--- config.mk ---
export PLATFORM = sky130hd
export DESIGN_NAME = wam_mole_gen
export DESIGN_NICKNAME = d
export VERILOG_FILES = /design/src/rtl/wam_mole_gen_pkg.sv /design/src/rtl/wam_lfsr16.sv /design/src/rtl/wam_mole_gen.sv
export SDC_FILE = /design/constraint.sdc
export NUM_CORES = 1
export LEC_CHECK = 0
export CAP_MARGIN = 20
export CORE_UTILIZATION = 35
export CTS_CLUSTER_DIAMETER = 200
export DETAILED_ROUTE_END_ITERATION = 7
export GPL_ROUTABILITY_DRIVEN = 0
export PLACE_DENSITY_LB_ADDON = 0.2
export SYNTH_ARGS = -nofsm -noshare
export SYNTH_HDL_FRONTEND = slang
export SYNTH_SLANG_ARGS = --single-unit
--- constraint.sdc ---
create_clock -name clk_19 -period 5.37 [get_ports clk_19]
set_input_delay 1.074 -clock clk_19 [delete_from_list [all_inputs] [get_ports clk_19]]
set_output_delay 1.074 -clock clk_19 [all_outputs]
set_load 0.03 [all_outputs]
--- src/rtl/wam_mole_gen_pkg.sv ---
// rtl/wam_mole_gen_pkg.sv - shared constants, FSM encoding and LFSR step for the mole generator
package wam_mole_gen_pkg;
   localparam int          WAM_N_HOLES       = 8;
   localparam logic [15:0] WAM_LFSR_TAPS     = 16'hB400;
   localparam logic [15:0] WAM_DEF_SEED      = 16'hACE1;
   localparam int          WAM_DEF_SPAWN_GAP = 6;
   localparam int          WAM_DEF_LIFE      = 12;
   localparam int          WAM_DEF_MAX_UP    = 3;

   typedef enum logic [1:0] {
      ST_IDLE  = 2'd0,
      ST_WAIT  = 2'd1,
      ST_SPAWN = 2'd2
   } wam_state_t;

   // Galois right-shift step
   function automatic logic [15:0] lfsr_next(input logic [15:0] v);
      return (v >> 1) ^ (v[0] ? WAM_LFSR_TAPS : 16'h0000);
   endfunction
endpackage

--- src/rtl/wam_lfsr16.sv ---
// rtl/wam_lfsr16.sv - 16-bit Galois LFSR with enable; exposes its low OUT_W bits
module wam_lfsr16
   import wam_mole_gen_pkg::*;
#(
   parameter logic [15:0] SEED  = WAM_DEF_SEED,
   parameter int          OUT_W = 16
)(
   input  logic             clk,
   input  logic             rst_n,
   input  logic             en,
   output logic [OUT_W-1:0] value
);
   logic [15:0] state;

   always_ff @(posedge clk or negedge rst_n) begin
      if (!rst_n)
         state <= SEED;
      else if (en)
         state <= lfsr_next(state);
   end

   assign value = state[OUT_W-1:0];
endmodule

--- src/rtl/wam_mole_gen.sv ---
// rtl/wam_mole_gen.sv - spawns moles pseudo-randomly, ages them out and reports unhit expiries
module wam_mole_gen
   import wam_mole_gen_pkg::*;
#(
   parameter int          N_HOLES   = WAM_N_HOLES,
   parameter logic [15:0] SEED      = WAM_DEF_SEED,
   parameter int          SPAWN_GAP = WAM_DEF_SPAWN_GAP,
   parameter int          LIFE      = WAM_DEF_LIFE,
   parameter int          MAX_UP    = WAM_DEF_MAX_UP
)(
   input  logic               clk_19,
   input  logic               rst_n,
   input  logic               en,
   input  logic [1:0]         level,
   input  logic [N_HOLES-1:0] hit,
   output logic [N_HOLES-1:0] holes,
   output logic [N_HOLES-1:0] miss,
   output logic [3:0]         up_cnt
);
   localparam logic [3:0] GAP4  = 4'(SPAWN_GAP);
   localparam logic [3:0] LIFE4 = 4'(LIFE);
   localparam logic [3:0] UP4   = 4'(MAX_UP);

   wam_state_t                state;
   logic [3:0]                gap_cnt;
   logic [N_HOLES-1:0][3:0]   life;
   logic [2:0]                start_idx;
   logic [3:0]                life_load;
   logic [3:0]                scan;
   logic                      spawn_ok;

   wam_lfsr16 #(.SEED(SEED), .OUT_W(3)) u_lfsr (
      .clk   (clk_19),
      .rst_n (rst_n),
      .en    (en),
      .value (start_idx)
   );

   // Returns {found, index} of the first free hole at or after s, wrapping.
   function automatic logic [3:0] first_free(input logic [N_HOLES-1:0] occ, input logic [2:0] s);
      logic [2:0] j;
      first_free = 4'b0000;
      for (int k = N_HOLES - 1; k >= 0; k--) begin
         j = s + 3'(k);
         if (!occ[j])
            first_free = {1'b1, j};
      end
   endfunction

   always_comb begin
      up_cnt = 4'd0;
      for (int i = 0; i < N_HOLES; i++)
         up_cnt = up_cnt + {3'b000, holes[i]};
   end

   assign life_load = LIFE4 - {1'b0, level, 1'b0};
   assign scan      = first_free(holes, start_idx);
   assign spawn_ok  = scan[3] && (up_cnt < UP4);

   always_ff @(posedge clk_19 or negedge rst_n) begin
      if (!rst_n) begin
         state   <= ST_IDLE;
         gap_cnt <= 4'd0;
         holes   <= '0;
         miss    <= '0;
         life    <= '0;
      end else if (!en) begin
         state   <= ST_IDLE;
         gap_cnt <= 4'd0;
         holes   <= '0;
         miss    <= '0;
         life    <= '0;
      end else begin
         miss <= '0;
         // A hit on the expiry cycle wins, so no miss is raised for it.
         for (int i = 0; i < N_HOLES; i++) begin
            if (holes[i] && hit[i]) begin
               holes[i] <= 1'b0;
               life[i]  <= 4'd0;
            end else if (holes[i] && life[i] == 4'd1) begin
               holes[i] <= 1'b0;
               life[i]  <= 4'd0;
               miss[i]  <= 1'b1;
            end else if (holes[i]) begin
               life[i]  <= life[i] - 4'd1;
            end
         end
         case (state)
            ST_IDLE: begin
               state   <= ST_WAIT;
               gap_cnt <= GAP4;
            end
            ST_WAIT: begin
               gap_cnt <= gap_cnt - 4'd1;
               if (gap_cnt == 4'd1)
                  state <= ST_SPAWN;
            end
            ST_SPAWN: begin
               state   <= ST_WAIT;
               gap_cnt <= GAP4;
               // The scan sees the pre-edge board, so a hole vacating now is not reused.
               if (spawn_ok) begin
                  holes[scan[2:0]] <= 1'b1;
                  life[scan[2:0]]  <= life_load;
               end
            end
            default: state <= ST_IDLE;
         endcase
      end
   end
endmodule

==> flow_metrics.env <==
export IMPL_status="complete, no violations"
export IMPL_hp_class="reg2reg"
export IMPL_finalHoldViolations=0
export IMPL_worstHoldStart="u_lfsr.state[10]"
export IMPL_worstMarginPinSlew_ps=907
export IMPL_yosysUniqueCellTypes=68
export IMPL_peakVddDrop_mv=0.124
export IMPL_synth_seq_cells=70
export IMPL_num_rows=43
export IMPL_async_flop_share_pct=100
export IMPL_final_cells=705
export IMPL_routed_wl_mm=12.0
export IMPL_grt_pass1_wl_mm=20.3
export IMPL_area_growth_pct=15.2
export IMPL_cp_required_ps=4300
export IMPL_path_clk_slew_ps=60
export IMPL_utilization_pct=41.6
export IMPL_cts_made_buffers=9
export IMPL_p_leak_nw=2.34
export IMPL_netlist_area_um2=5050
export IMPL_r2r_setup_slack_ps=800
export IMPL_antenna_found_initial=0
export IMPL_fillers=1366
export IMPL_drc=0
export IMPL_initial_core_util_pct=36.1
export IMPL_whs_path_depth=2
export IMPL_finalPower_mw=1.79
export IMPL_ios=33
export IMPL_synth_flop_cell="dfrtp_1"
export IMPL_cp_startpoint="holes[3]"
export IMPL_cpMostUsedCell="fa_1"
export IMPL_postSynthAreaPerCell_um2=10.2
export IMPL_arrival_ps=3900
export IMPL_layout_drive_gt1_share_pct=16.8
export IMPL_crit_chain="inv_1, fa_1, fa_1, fa_1, inv_1, ha_1, fa_1, xor2_1, clkdlybuf4s50_1"
export IMPL_htreeDepth=3
export IMPL_ctsHoldBuffers=0
export IMPL_clock_sinks=70
export IMPL_end_kind="primary output"
export IMPL_layout_nets=561
export IMPL_die_h_um=122
export IMPL_tns_ps=0
export IMPL_rsz0062_at_grt="no"
export IMPL_insertion_delay_ps=340
export IMPL_holdPathEnd="u_lfsr.state[10]"
export IMPL_placedCellCount=689
export IMPL_ant_nets=0
export IMPL_setup_violations_final=0
export IMPL_grt_max_degree=71
export IMPL_cp_slowest_cell="clkdlybuf4s50_1"
export IMPL_r2r_start="holes[3]"
export IMPL_path_max_fanout=4
export IMPL_drt_iter0_drc=282
export IMPL_design_area_um2=5820
export IMPL_max_freq_mhz=201
export IMPL_synth_edf_count=0
export IMPL_cts_tree="built"
export IMPL_cts_resized=0
export IMPL_placed_area_um2=5520
export IMPL_reg2regPathDepth=13
export IMPL_worstSetupPathType="reg2out"
export IMPL_max_slew_margin_pct=39.5
export IMPL_numPortBuffers=32
export IMPL_grt_ovfl_total=0
export IMPL_cts_setup_buffers=0
export IMPL_worst_r2r_endpoint="life[18]"
export IMPL_drv_slew=0
export IMPL_grt_usage_pct=17.8
export IMPL_syn_num_nets=537
export IMPL_seqCellArea_um2=1760
export IMPL_ys_seq_area_share_pct=34.9
export IMPL_grt_pass1_vias=4020
export IMPL_fin_crit_ps=4980
export IMPL_cap_violations=0
export IMPL_root_buffer="clkbuf_16"
export IMPL_fin_worst_skew_ps=9.57
export IMPL_syn_inst=496
export IMPL_power_density_nw_per_um2=307
export IMPL_dpl_hpwl_mm=8.61
export IMPL_core_um2=14000
export IMPL_finalCritPeriodShare_pct=92.6
export IMPL_synth_warnings=0
export IMPL_max_stage_delay_ps=740
export IMPL_via_count=3835
export IMPL_startpoint_type="flop"
export IMPL_die_area_um2=14900
export IMPL_cp_top_family="adder cells"
export IMPL_viasPerCell=5.44
export IMPL_multi_input_area_um2=3030
export IMPL_critPathBufInv=3
export IMPL_num_antenna_cells=0
export IMPL_dr_pass1_iters=4
export IMPL_clk_path_buf_depth=2
export IMPL_drt_wirelength_per_cell_um=17.0
export IMPL_die_w_um=122
[layout make-up]
| type | instances | area share, % |
|---|---|---|
| repair buffers | 40 | 6.41 |
| flip-flops and latches | 70 | 30.3 |
| clock buffers | 9 | 3.87 |
| clock inverters | 7 | 1.27 |
| well taps | 180 | 3.87 |
| multi-input cells | 365 | 52.1 |
| inverters | 34 | 2.19 |
[routing by layer]
layer  vias to the layer above  track usage, %  wire length [µm]
li1                       1824               -                 -
met1                      1909            22.6              5580
met2                        76            28.8              5640
met3                        26            2.43               356
met4                         0            10.7               400
met5                         -               0                 0
[power by group]
part	leakage, nW	internal, mW	total (mW)	switching (mW)
Clock	0.146	0.361	0.599	0.238
Combinational	1.27	0.234	0.528	0.294
Sequential	0.922	0.605	0.659	0.0546
[logic make-up after synthesis]
kind of cell	Yosys count	synth area share, %
compound gates	86	13.5
xor+xnor	22	3.96
fa+ha+maj	28	7.53
buf+inv	61	5.13
flops	70	34.9
mux	73	18.8
simple gates	156	16.2
[worst min-delay path, cell delays in order (launching register included)]
cell and delay (ps):
dfstp_2 360, nor2_1 80, a21oi_1 50
[registers in the layout, summed over array words and instances, names as in the netlist]
signal        cells
state             2
gap_cnt           4
u_lfsr.state     16
holes             8
miss              8
life             32
[Yosys cell counts (all sizes together), types with 2 or more instances]
cell / count / area, µm²
a211oi: 5 / 87.6
a21boi: 4 / 30.0
a21o: 3 / 22.5
a21oi: 12 / 63.8
a31o: 3 / 35.0
and2: 3 / 18.8
and4b: 2 / 20.0
buf: 16 / 90.1
clkbuf: 11 / 41.3
dfrtp: 62 / 1550
dfstp: 8 / 210
fa: 4 / 80.1
ha: 24 / 300
inv: 33 / 124
mux2: 26 / 315
mux2i: 34 / 340
mux4: 13 / 293
nand2: 43 / 161
nand2b: 12 / 75.1
nand3: 7 / 35.0
nand3b: 3 / 22.5
nand4b: 3 / 41.3
nor2: 34 / 128
nor2b: 8 / 50.1
nor3: 18 / 95.1
nor3b: 5 / 37.5
nor4: 5 / 31.3
nor4b: 3 / 26.3
o2111a: 2 / 22.5
o2111ai: 3 / 26.3
o211ai: 7 / 57.6
o21a: 8 / 60.1
o21ai: 19 / 95.1
o22ai: 9 / 56.3
or3: 3 / 18.8
or3b: 2 / 17.5
xnor2: 15 / 131
xor2: 7 / 68.8
[layout by cell type (no fill, tap or decap), types with 6 or more instances in the layout]
master / synthesis / routed
dfrtp_1: 62 / 62
nand2_1: 43 / 43
nor2_1: 34 / 34
mux2i_1: 34 / 34
inv_1: 33 / 33
clkdlybuf4s50_1: 0 / 30
ha_1: 24 / 24
mux2_2: 18 / 18
o21ai_0: 18 / 18
nor3_1: 17 / 17
xnor2_1: 15 / 15
mux4_2: 13 / 13
nand2b_1: 12 / 12
a21oi_1: 11 / 11
o22ai_1: 9 / 9
clkbuf_16: 0 / 9
buf_4: 2 / 9
nor2b_1: 8 / 8
o21a_1: 8 / 8
dfstp_2: 8 / 8
nand3_1: 7 / 7
xor2_1: 6 / 6
o211ai_1: 6 / 6
mux2_4: 6 / 6
[worst max path at each step]
stage / end / slack (ps) / cells past startpoint
6_report: up_cnt[2] / 390 / 9
5_1_grt: up_cnt[2] / 270 / 9
4_1_cts: up_cnt[2] / 370 / 9
3_5_place_dp: up_cnt[2] / 760 / 9
3_3_place_gp: up_cnt[2] / 800 / 9
2_1_floorplan: life[22] / 470 / 15
[metrics by stage]
stage / hold slack [ps] / setup slack, ps
after CTS: 507 / 371
final: 495 / 395
after detailed placement: 493 / 758
after global routing: 518 / 269
after floorplan: 465 / 474
after global placement: 487 / 804
Power figures use the tool's default switching activity.
